`src/rtl/mem_arbiter.sv`:
```
// mem_arbiter
//   Sole master of the byte-wide single-port system RAM. It arbitrates between
//   instruction-cache word fetches and load/store-buffer accesses, and it breaks
//   each 1-, 2- or 4-byte request into consecutive byte cycles on the RAM port.
//
// Ports
//   clk_i, rst_i          clock; synchronous active-high reset
//   rdy_i                 CPU ready. When low, the block pauses and mem_wr_o is forced to 0
//   flush_i               misprediction flush. It aborts reads; stores are unaffected
//   ic_req_i/ic_addr_i    IC word fetch request (level) and word address
//   ic_done_o/ic_data_o   one-cycle completion pulse and the little-endian word
//   ls_req_i/ls_we_i      LSB request (level) and store flag
//   ls_addr_i/ls_size_i   byte address and size (00 byte, 01 half, 1x word)
//   ls_wdata_i            store data; the low bytes are used
//   ls_done_o/ls_rdata_o  one-cycle completion pulse and zero-extended load data
//   mem_a_o/mem_dout_o    registered RAM byte address and write byte
//   mem_wr_o              RAM write enable, gated by rdy_i
//   mem_din_i             RAM read byte, one cycle behind the sampled address
//   io_buffer_full_i      IO write buffer full; blocks stores to the IO region
module mem_arbiter #(
    parameter int         ADDR_WIDTH = 32,
    parameter logic [1:0] IO_REGION  = 2'b11
) (
    input  logic                  clk_i,
    input  logic                  rst_i,
    input  logic                  rdy_i,
    input  logic                  flush_i,
    input  logic                  ic_req_i,
    input  logic [ADDR_WIDTH-1:0] ic_addr_i,
    output logic                  ic_done_o,
    output logic [31:0]           ic_data_o,
    input  logic                  ls_req_i,
    input  logic                  ls_we_i,
    input  logic [ADDR_WIDTH-1:0] ls_addr_i,
    input  logic [1:0]            ls_size_i,
    input  logic [31:0]           ls_wdata_i,
    output logic                  ls_done_o,
    output logic [31:0]           ls_rdata_o,
    output logic [ADDR_WIDTH-1:0] mem_a_o,
    output logic [7:0]            mem_dout_o,
    output logic                  mem_wr_o,
    input  logic [7:0]            mem_din_i,
    input  logic                  io_buffer_full_i
);

    localparam logic [1:0] S_IDLE  = 2'd0;
    localparam logic [1:0] S_IC_RD = 2'd1;
    localparam logic [1:0] S_LS_RD = 2'd2;
    localparam logic [1:0] S_LS_WR = 2'd3;

    localparam logic [ADDR_WIDTH-1:0] A_ONE = 1;

    logic [1:0]            state_q,    state_d;
    logic [2:0]            cnt_q,      cnt_d;
    logic [2:0]            n_q,        n_d;       // byte count of the active request
    logic                  last_ls_q,  last_ls_d; // 1 = LS held the last grant
    logic [ADDR_WIDTH-1:0] addr_q,     addr_d;    // base address, kept for read restart
    logic [ADDR_WIDTH-1:0] mem_a_q,    mem_a_d;
    logic [7:0]            dout_q,     dout_d;
    logic [23:0]           wsh_q,      wsh_d;     // store bytes not yet presented
    logic                  wr_q,       wr_d;
    logic [31:0]           rd_buf_q,   rd_buf_d;
    logic                  stall_q,    stall_d;   // a read was paused by rdy_i low
    logic                  ic_done_q,  ic_done_d;
    logic                  ls_done_q,  ls_done_d;
    logic [31:0]           ic_data_q,  ic_data_d;
    logic [31:0]           ls_rdata_q, ls_rdata_d;

    logic       ic_elig, ls_elig, ls_io, gnt_ic, gnt_ls;
    logic [2:0] ls_n;

    assign ls_io   = (ls_addr_i[17:16] == IO_REGION);
    assign ic_elig = ic_req_i && !flush_i;
    // A store stays eligible under flush. A store to IO waits while the IO buffer is full.
    assign ls_elig = ls_req_i && (ls_we_i ? !(ls_io && io_buffer_full_i) : !flush_i);

    always_comb begin
        case (ls_size_i)
            2'b00:   ls_n = 3'd1;
            2'b01:   ls_n = 3'd2;
            default: ls_n = 3'd4;
        endcase
    end

    always_comb begin
        state_d    = state_q;
        cnt_d      = cnt_q;
        n_d        = n_q;
        last_ls_d  = last_ls_q;
        addr_d     = addr_q;
        mem_a_d    = mem_a_q;
        dout_d     = dout_q;
        wsh_d      = wsh_q;
        wr_d       = wr_q;
        rd_buf_d   = rd_buf_q;
        stall_d    = stall_q;
        ic_data_d  = ic_data_q;
        ls_rdata_d = ls_rdata_q;
        // Done pulses drop on every edge, even during a pause, so each one lasts exactly one cycle.
        ic_done_d  = 1'b0;
        ls_done_d  = 1'b0;
        gnt_ic     = 1'b0;
        gnt_ls     = 1'b0;

        if (rdy_i) begin
            case (state_q)
                S_IDLE: begin
                    // Turnaround: no grant in the cycle a done pulse is visible.
                    if (!ic_done_q && !ls_done_q) begin
                        gnt_ic = ic_elig && (!ls_elig || last_ls_q);
                        gnt_ls = ls_elig && !gnt_ic;
                        if (gnt_ic) begin
                            state_d   = S_IC_RD;
                            last_ls_d = 1'b0;
                            addr_d    = ic_addr_i;
                            mem_a_d   = ic_addr_i;
                            cnt_d     = 3'd0;
                            n_d       = 3'd4;
                            rd_buf_d  = 32'h0;
                            stall_d   = 1'b0;
                        end else if (gnt_ls) begin
                            last_ls_d = 1'b1;
                            addr_d    = ls_addr_i;
                            mem_a_d   = ls_addr_i;
                            cnt_d     = 3'd0;
                            n_d       = ls_n;
                            stall_d   = 1'b0;
                            if (ls_we_i) begin
                                state_d = S_LS_WR;
                                dout_d  = ls_wdata_i[7:0];
                                wsh_d   = ls_wdata_i[31:8];
                                wr_d    = 1'b1;
                            end else begin
                                state_d  = S_LS_RD;
                                rd_buf_d = 32'h0;
                            end
                        end
                    end
                end
                S_IC_RD, S_LS_RD: begin
                    // cnt_q counts edges since the grant, minus one. On edge j the
                    // block captures byte j-2 and presents address A+j.
                    if (flush_i) begin
                        state_d = S_IDLE;
                        cnt_d   = 3'd0;
                        stall_d = 1'b0;
                    end else if (stall_q) begin
                        // The bytes in flight were lost during the pause, so the read restarts from the base address.
                        mem_a_d  = addr_q;
                        cnt_d    = 3'd0;
                        rd_buf_d = 32'h0;
                        stall_d  = 1'b0;
                    end else begin
                        case (cnt_q)
                            3'd1:    rd_buf_d[7:0]   = mem_din_i;
                            3'd2:    rd_buf_d[15:8]  = mem_din_i;
                            3'd3:    rd_buf_d[23:16] = mem_din_i;
                            3'd4:    rd_buf_d[31:24] = mem_din_i;
                            default: ;
                        endcase
                        if (cnt_q == n_q) begin
                            state_d = S_IDLE;
                            cnt_d   = 3'd0;
                            if (state_q == S_IC_RD) begin
                                ic_done_d = 1'b1;
                                ic_data_d = rd_buf_d;
                            end else begin
                                ls_done_d  = 1'b1;
                                ls_rdata_d = rd_buf_d;
                            end
                        end else begin
                            if (cnt_q + 3'd1 < n_q) mem_a_d = mem_a_q + A_ONE;
                            cnt_d = cnt_q + 3'd1;
                        end
                    end
                end
                S_LS_WR: begin
                    // The byte shown before this edge has just been written.
                    if (cnt_q + 3'd1 == n_q) begin
                        wr_d      = 1'b0;
                        ls_done_d = 1'b1;
                        state_d   = S_IDLE;
                        cnt_d     = 3'd0;
                    end else begin
                        mem_a_d = mem_a_q + A_ONE;
                        dout_d  = wsh_q[7:0];
                        wsh_d   = {8'h00, wsh_q[23:8]};
                        cnt_d   = cnt_q + 3'd1;
                    end
                end
                default: state_d = S_IDLE;
            endcase
        end else if (state_q == S_IC_RD || state_q == S_LS_RD) begin
            stall_d = 1'b1;
        end
    end

    always_ff @(posedge clk_i) begin
        if (rst_i) begin
            state_q    <= S_IDLE;
            cnt_q      <= 3'd0;
            n_q        <= 3'd0;
            last_ls_q  <= 1'b1;
            addr_q     <= '0;
            mem_a_q    <= '0;
            dout_q     <= 8'h0;
            wsh_q      <= 24'h0;
            wr_q       <= 1'b0;
            rd_buf_q   <= 32'h0;
            stall_q    <= 1'b0;
            ic_done_q  <= 1'b0;
            ls_done_q  <= 1'b0;
            ic_data_q  <= 32'h0;
            ls_rdata_q <= 32'h0;
        end else begin
            state_q    <= state_d;
            cnt_q      <= cnt_d;
            n_q        <= n_d;
            last_ls_q  <= last_ls_d;
            addr_q     <= addr_d;
            mem_a_q    <= mem_a_d;
            dout_q     <= dout_d;
            wsh_q      <= wsh_d;
            wr_q       <= wr_d;
            rd_buf_q   <= rd_buf_d;
            stall_q    <= stall_d;
            ic_done_q  <= ic_done_d;
            ls_done_q  <= ls_done_d;
            ic_data_q  <= ic_data_d;
            ls_rdata_q <= ls_rdata_d;
        end
    end

    assign mem_a_o    = mem_a_q;
    assign mem_dout_o = dout_q;
    assign mem_wr_o   = wr_q && rdy_i;
    assign ic_done_o  = ic_done_q;
    assign ic_data_o  = ic_data_q;
    assign ls_done_o  = ls_done_q;
    assign ls_rdata_o = ls_rdata_q;

endmodule

```
`config.mk`:
```
export PLATFORM = sky130hd
export DESIGN_NAME = mem_arbiter
export DESIGN_NICKNAME = d
export VERILOG_FILES = /design/src/rtl/mem_arbiter.sv
export SDC_FILE = /design/constraint.sdc
export NUM_CORES = 1
export LEC_CHECK = 0
export BUFFER_PORTS_ARGS = -buffer_cell sky130_fd_sc_hd__buf_2
export CORE_ASPECT_RATIO = 1.25
export CORE_MARGIN = 10
export CORE_UTILIZATION = 49
export CTS_CLUSTER_SIZE = 10
export DETAILED_ROUTE_END_ITERATION = 10
export HOLD_SLACK_MARGIN = 0.1
export PLACE_DENSITY = 0.74
export RECOVER_POWER = 100
export SYNTH_ARGS = -nofsm -noshare
export SYNTH_HDL_FRONTEND = slang
export SYNTH_SLANG_ARGS = --single-unit
```
`constraint.sdc`:
```
create_clock -name clk_i -period 2.35 [get_ports clk_i]
set_input_delay 0.1175 -clock clk_i [delete_from_list [all_inputs] [get_ports clk_i]]
set_output_delay 0.1175 -clock clk_i [all_outputs]
set_load 0.02 [all_outputs]
```
Yosys cells after proc, flatten, opt, wreduce, memory -nomap -nowiden. Index checks and enable logic that the tools add are counted.

$add $sub $neg: 2. Order comparisons: 1. Eq/ne operators: 27. Muxes and demuxes: 74. Bitwise gates (word level): 6. Reductions and logical operators: 34.

Operators by type and width (count): 32-bit 2-to-1 mux (14); 24-bit 2-to-1 mux (5); 32-bit case mux with 3 select lines (1); 8-bit 2-to-1 mux (9); 32-bit case mux with 2 select lines (1); 24-bit case mux with 2 select lines (1); 32-bit by 1-bit adder with 32-bit output (second input constant) (1); 3-bit 2-to-1 mux (9); 6-bit AND reduction (4); 3-bit inequality test (second input constant) (7); 7-bit AND reduction (3); 1-bit 2-to-1 mux (20); 8-bit case mux with 2 select lines (1); 2-bit 2-to-1 mux (7); 2-bit inequality test (second input constant) (7); 3-bit case mux with 3 select lines (1); 4-bit AND reduction (2); 2-bit nonzero test (4); 1-bit logical AND (7); 2-bit == test (second input constant) (3); 3-bit by 2-bit == test with 1-bit output (second input constant) (2); 3-bit == test (2); 1-bit zero test (6); 1-bit inverter (6); 15 further kinds (21).

Flip-flop bits (word level): 205. Output and inout port bits: 107. Logic and storage cells: 159.

Longest topological paths before layout.
Depth in word-level cells: 15. Depth in mapped cells: 14.

Least setup slack after synthesis. OpenSTA, ideal clock, no wires.

Kind: reg2reg. Start point: register cnt_q[0]. End point: register mem_a_q[15], in the netlist mem_a_o[15]. Library setup time: 0.112 ns. Data arrival time: 2.371 ns. Data required time: 2.238 ns. Setup slack: -0.133 ns. Cell stages (with the launch flop): 13. Path buffers: 2. Period minus slack after synthesis: 2.483 ns. Cells stage by stage: dfxtp_1 > ha_1 > ha_1 > inv_1 > ha_1 > nand4_1 > nand3_1 > nand3b_1 > and3b_1 > buf_2 > buf_4 > nor2_1 > a2111oi_1.

Word-level cells in the longest chain between the ends: 4. Elaborated cells on any way between the ends: 8.

Ends and longest elaborated chain: start, declared (RTL line 54) `logic [2:0] cnt_q, cnt_d;`; start signal, assigned (RTL line 217) `cnt_q <= cnt_d;`; 3-bit by 1-bit adder with 3-bit output (RTL line 172, 179); 3-bit less-than comparator or 3-bit == test (tied branches) (RTL line 172, 179); 3-bit inequality test (no source line) or 2-bit inequality test (tied branches); 7-bit AND reduction (no source line) *; end signal, assigned (RTL line 221) `mem_a_q <= mem_a_d;`; end, declared (RTL line 58) `logic [ADDR_WIDTH-1:0] mem_a_q, mem_a_d;`.

Every way passes the cells marked *; elsewhere a longest branch is shown, timed or not. A chain may end at the register's enable or synchronous reset.

Worst setup path after layout.
Start point: register cnt_q[0]. End point: register mem_a_q[9], in the netlist mem_a_o[9].

The elaborated chain is that of the path after synthesis.

==> run metrics <==
share of cells above drive strength 1=0.224; Tcrit/Tclk final=1.12; min-delay src=ls_req_i; core area=19300 µm²; R2R cell count=11; grt ovf=0; ys flop type=dfxtp_1; Yosys cell types=60; Pleak=5.16 nW; worst setup margin=-0.286 ns; placer congestion estimate=0.864; endpoints failing hold=0; final setup vio count=33; number of iterations in the first detailed-routing pass=5; Hold Path Class=in2reg; Syn Inst Count=1056; multi-input logic area=5480 µm²; worst hold endpoint=state_q[1]; clock slew seen by the registers of the worst setup and hold paths=0.06 ns; Slew Limit Fails=0; status=complete, but fails checks; RSZ-0062 raised after global routing=true; Crit-path slowest cell=dfxtp_4; CP startpoint=cnt_q[0]; Worst setup EP type=flop; routed vias/inst=5.96; post-DP HPWL=19900 µm; Die H=176 µm; worst-skew pair later-pin latency=0.51 ns; Post-DP Area=11200 µm²; Worst path max stage delay=0.36 ns; Filler cells=1439; Die W=145 µm; GRT Util Overall=0.244; via count=10049; Worst R2R Start=cnt_q[0]; Finished Cell Area=13700 µm²; Placed Cells=1511; antenna violations before repair=1; fmax=379 MHz; CP required=2.81 ns; number of synthesized flops with an enable pin=0; worst slew pin tran=0.699 ns; WL/cell=20.4 µm; vias in the first global route=10099; Sequential cell area=4110 µm²; most common cell in the netlist=dfxtp_1; row count=57; largest net degree at the start of global routing=142; #FFs+latches synth=205; total routed wirelength=34400 µm; global-route wire length before repair=52700 µm; CTS Buf Count=24; port buffer count=220; CP Launch Type=flop; R2R setup slack=-0.29 ns; CTS max path bufs=3; CTS tree=yes; Final #Nets=1541; final core occ=0.708; final worst path period need=2.64 ns; Die ar.=25600 µm²; Max Cap Viol=0; Slew HR=0.534; mapped cell area=9570 µm²; Post-synth ARST share=0; clock root cell=clkbuf_16; fin cells=1685; Sink Count=205; Yosys top cell area share=0.429; Mapped Nets=1183; synth-to-layout area growth=43.1%; synth top area cells=dfxtp_1 (43%), a211oi_1 (9.5%), mux2i_1 (9.1%); Final Skew=0.0176 ns; CP cell instances=ha_4 > ha_4 > inv_4 > ha_4 > nand4_1 > nand3_2 > nand3b_1 > nand3b_1 > buf_4 > a2111oi_2 > a31o_2; CTS H-tree depth=1; failing checks=setup timing; critical path class=reg2reg; starting density of the core=0.495; Avg Cell Area, Syn=9.06 µm²; WHS Path Cells=4; initial detailed-routing violation count=690; antenna-violating nets left=0; CP top delay family=simple AND/OR/NAND/NOR gates; Max rail drop VDD=492 µV; reg2reg end=mem_a_o[9]; Synth area leader=dfxtp_1; DRC Markers=0; I/O pin count=221; synth cell count leaders=dfxtp_1 (205), nor2_1 (155), a211oi_1 (121); Worst path most repeated cell=ha_4; Crit path buffers/inverters=2; WP data arrival=3.10 ns; largest fanout on the critical path=5; Hold WS=0.137 ns; post-synthesis sequential area ratio=0.429; yosys warns=0; PD cells=663 nW/µm²
-- how the worst max path moves through the flow --
stage          cells past startpoint          end  slack (ns)
2_1_floorplan                     11  mem_a_o[29]        0.02
3_3_place_gp                       9    wsh_q[23]       -0.20
3_5_place_dp                      10  mem_a_o[29]       -0.40
4_1_cts                           13  mem_a_o[19]       -0.22
5_1_grt                           11   mem_a_o[9]       -0.40
6_report                          11   mem_a_o[9]       -0.29
-- registers in the layout, indices dropped and copies added (netlist names) --
name and cells:
rd_buf_q 32, wsh_q 24, wr_q 1, mem_a_o 32, ls_rdata_o 32, n_q 3
ic_data_o 32, stall_q 1, cnt_q 3, last_ls_q 1, mem_dout_o 8, ic_done_o 1
addr_q 32, state_q 2, ls_done_o 1
-- worst reg2reg max path: stages (launching register included) --
cell and delay, ns:
dfxtp_4 0.36, ha_4 0.16, ha_4 0.27, inv_4 0.03
ha_4 0.23, nand4_1 0.14, nand3_2 0.09, nand3b_1 0.28
nand3b_1 0.35, buf_4 0.25, a2111oi_2 0.29, a31o_2 0.16
-- repair_timing --
action | 4_1_cts | 5_1_grt
hold endpoints to repair | 112 | 0
setup endpoints to repair | 67 | 135
pin swaps | 17 | 11
resized for setup | 56 | 43
cloned | 8 | 4
buffers inserted | 15 | 11
hold buffers | 109 | 0
-- layout make-up --
class / count / share of cell area
tap: 265 / 0.0242
multi-input combinational: 741 / 0.400
timing repair buffer: 420 / 0.221
antenna: 3 / 0.000548
sequential: 205 / 0.300
clock buffer: 29 / 0.0475
inverter: 22 / 0.00621
-- cells in the final DEF (no fill, tap or decap), types with 12 or more instances in the layout --
master	n
buf_2	113
buf_4	64
nor3_1	12
nand4_1	18
a21oi_1	29
a211oi_1	119
mux2i_1	87
nand3_1	27
dlygate4sd3_1	109
dfxtp_1	202
inv_1	21
a221oi_1	14
clkbuf_1	109
clkbuf_16	27
a221oi_2	12
nand2_1	53
buf_6	12
a22o_1	25
nor2_1	154
xnor2_1	22
-- power by group --
group,internal [W],switching [W]
clock network,0.00191,0.00136
logic,0.000842,0.00110
registers,0.00367,0.000192
-- logic make-up after synthesis --
logic type | share of synthesized area
buffers and inverters | 0.0498
flip-flops | 0.429
adder cells (fa/ha/maj) | 0.0170
multiplexers | 0.0910
AO/OA/AOI/OAI | 0.213
XOR/XNOR | 0.0265
AND/OR/NAND/NOR | 0.174
-- layer usage --
| metal | track usage | vias up | wire length, µm |
|---|---|---|---|
| met5 | 0 | - | 0 |
| met4 | 0.116 | 0 | 1540 |
| met3 | 0.0551 | 126 | 2510 |
| met2 | 0.432 | 521 | 17400 |
| met1 | 0.272 | 4769 | 13000 |
| li1 | - | 4633 | - |
-- metrics by stage --
stage	worst slack, ns	setup TNS, ns	total power (W)
5_1_grt	-0.401	-11.62	0.00938
3_3_place_gp	-0.198	-9.42	0.00536
6_report	-0.286	-6.19	0.00907
4_1_cts	-0.216	-13.84	0.00896
2_1_floorplan	0.0237	0	0.00483
3_5_place_dp	-0.396	-14.16	0.00539
Power figures use the tool's default switching activity.
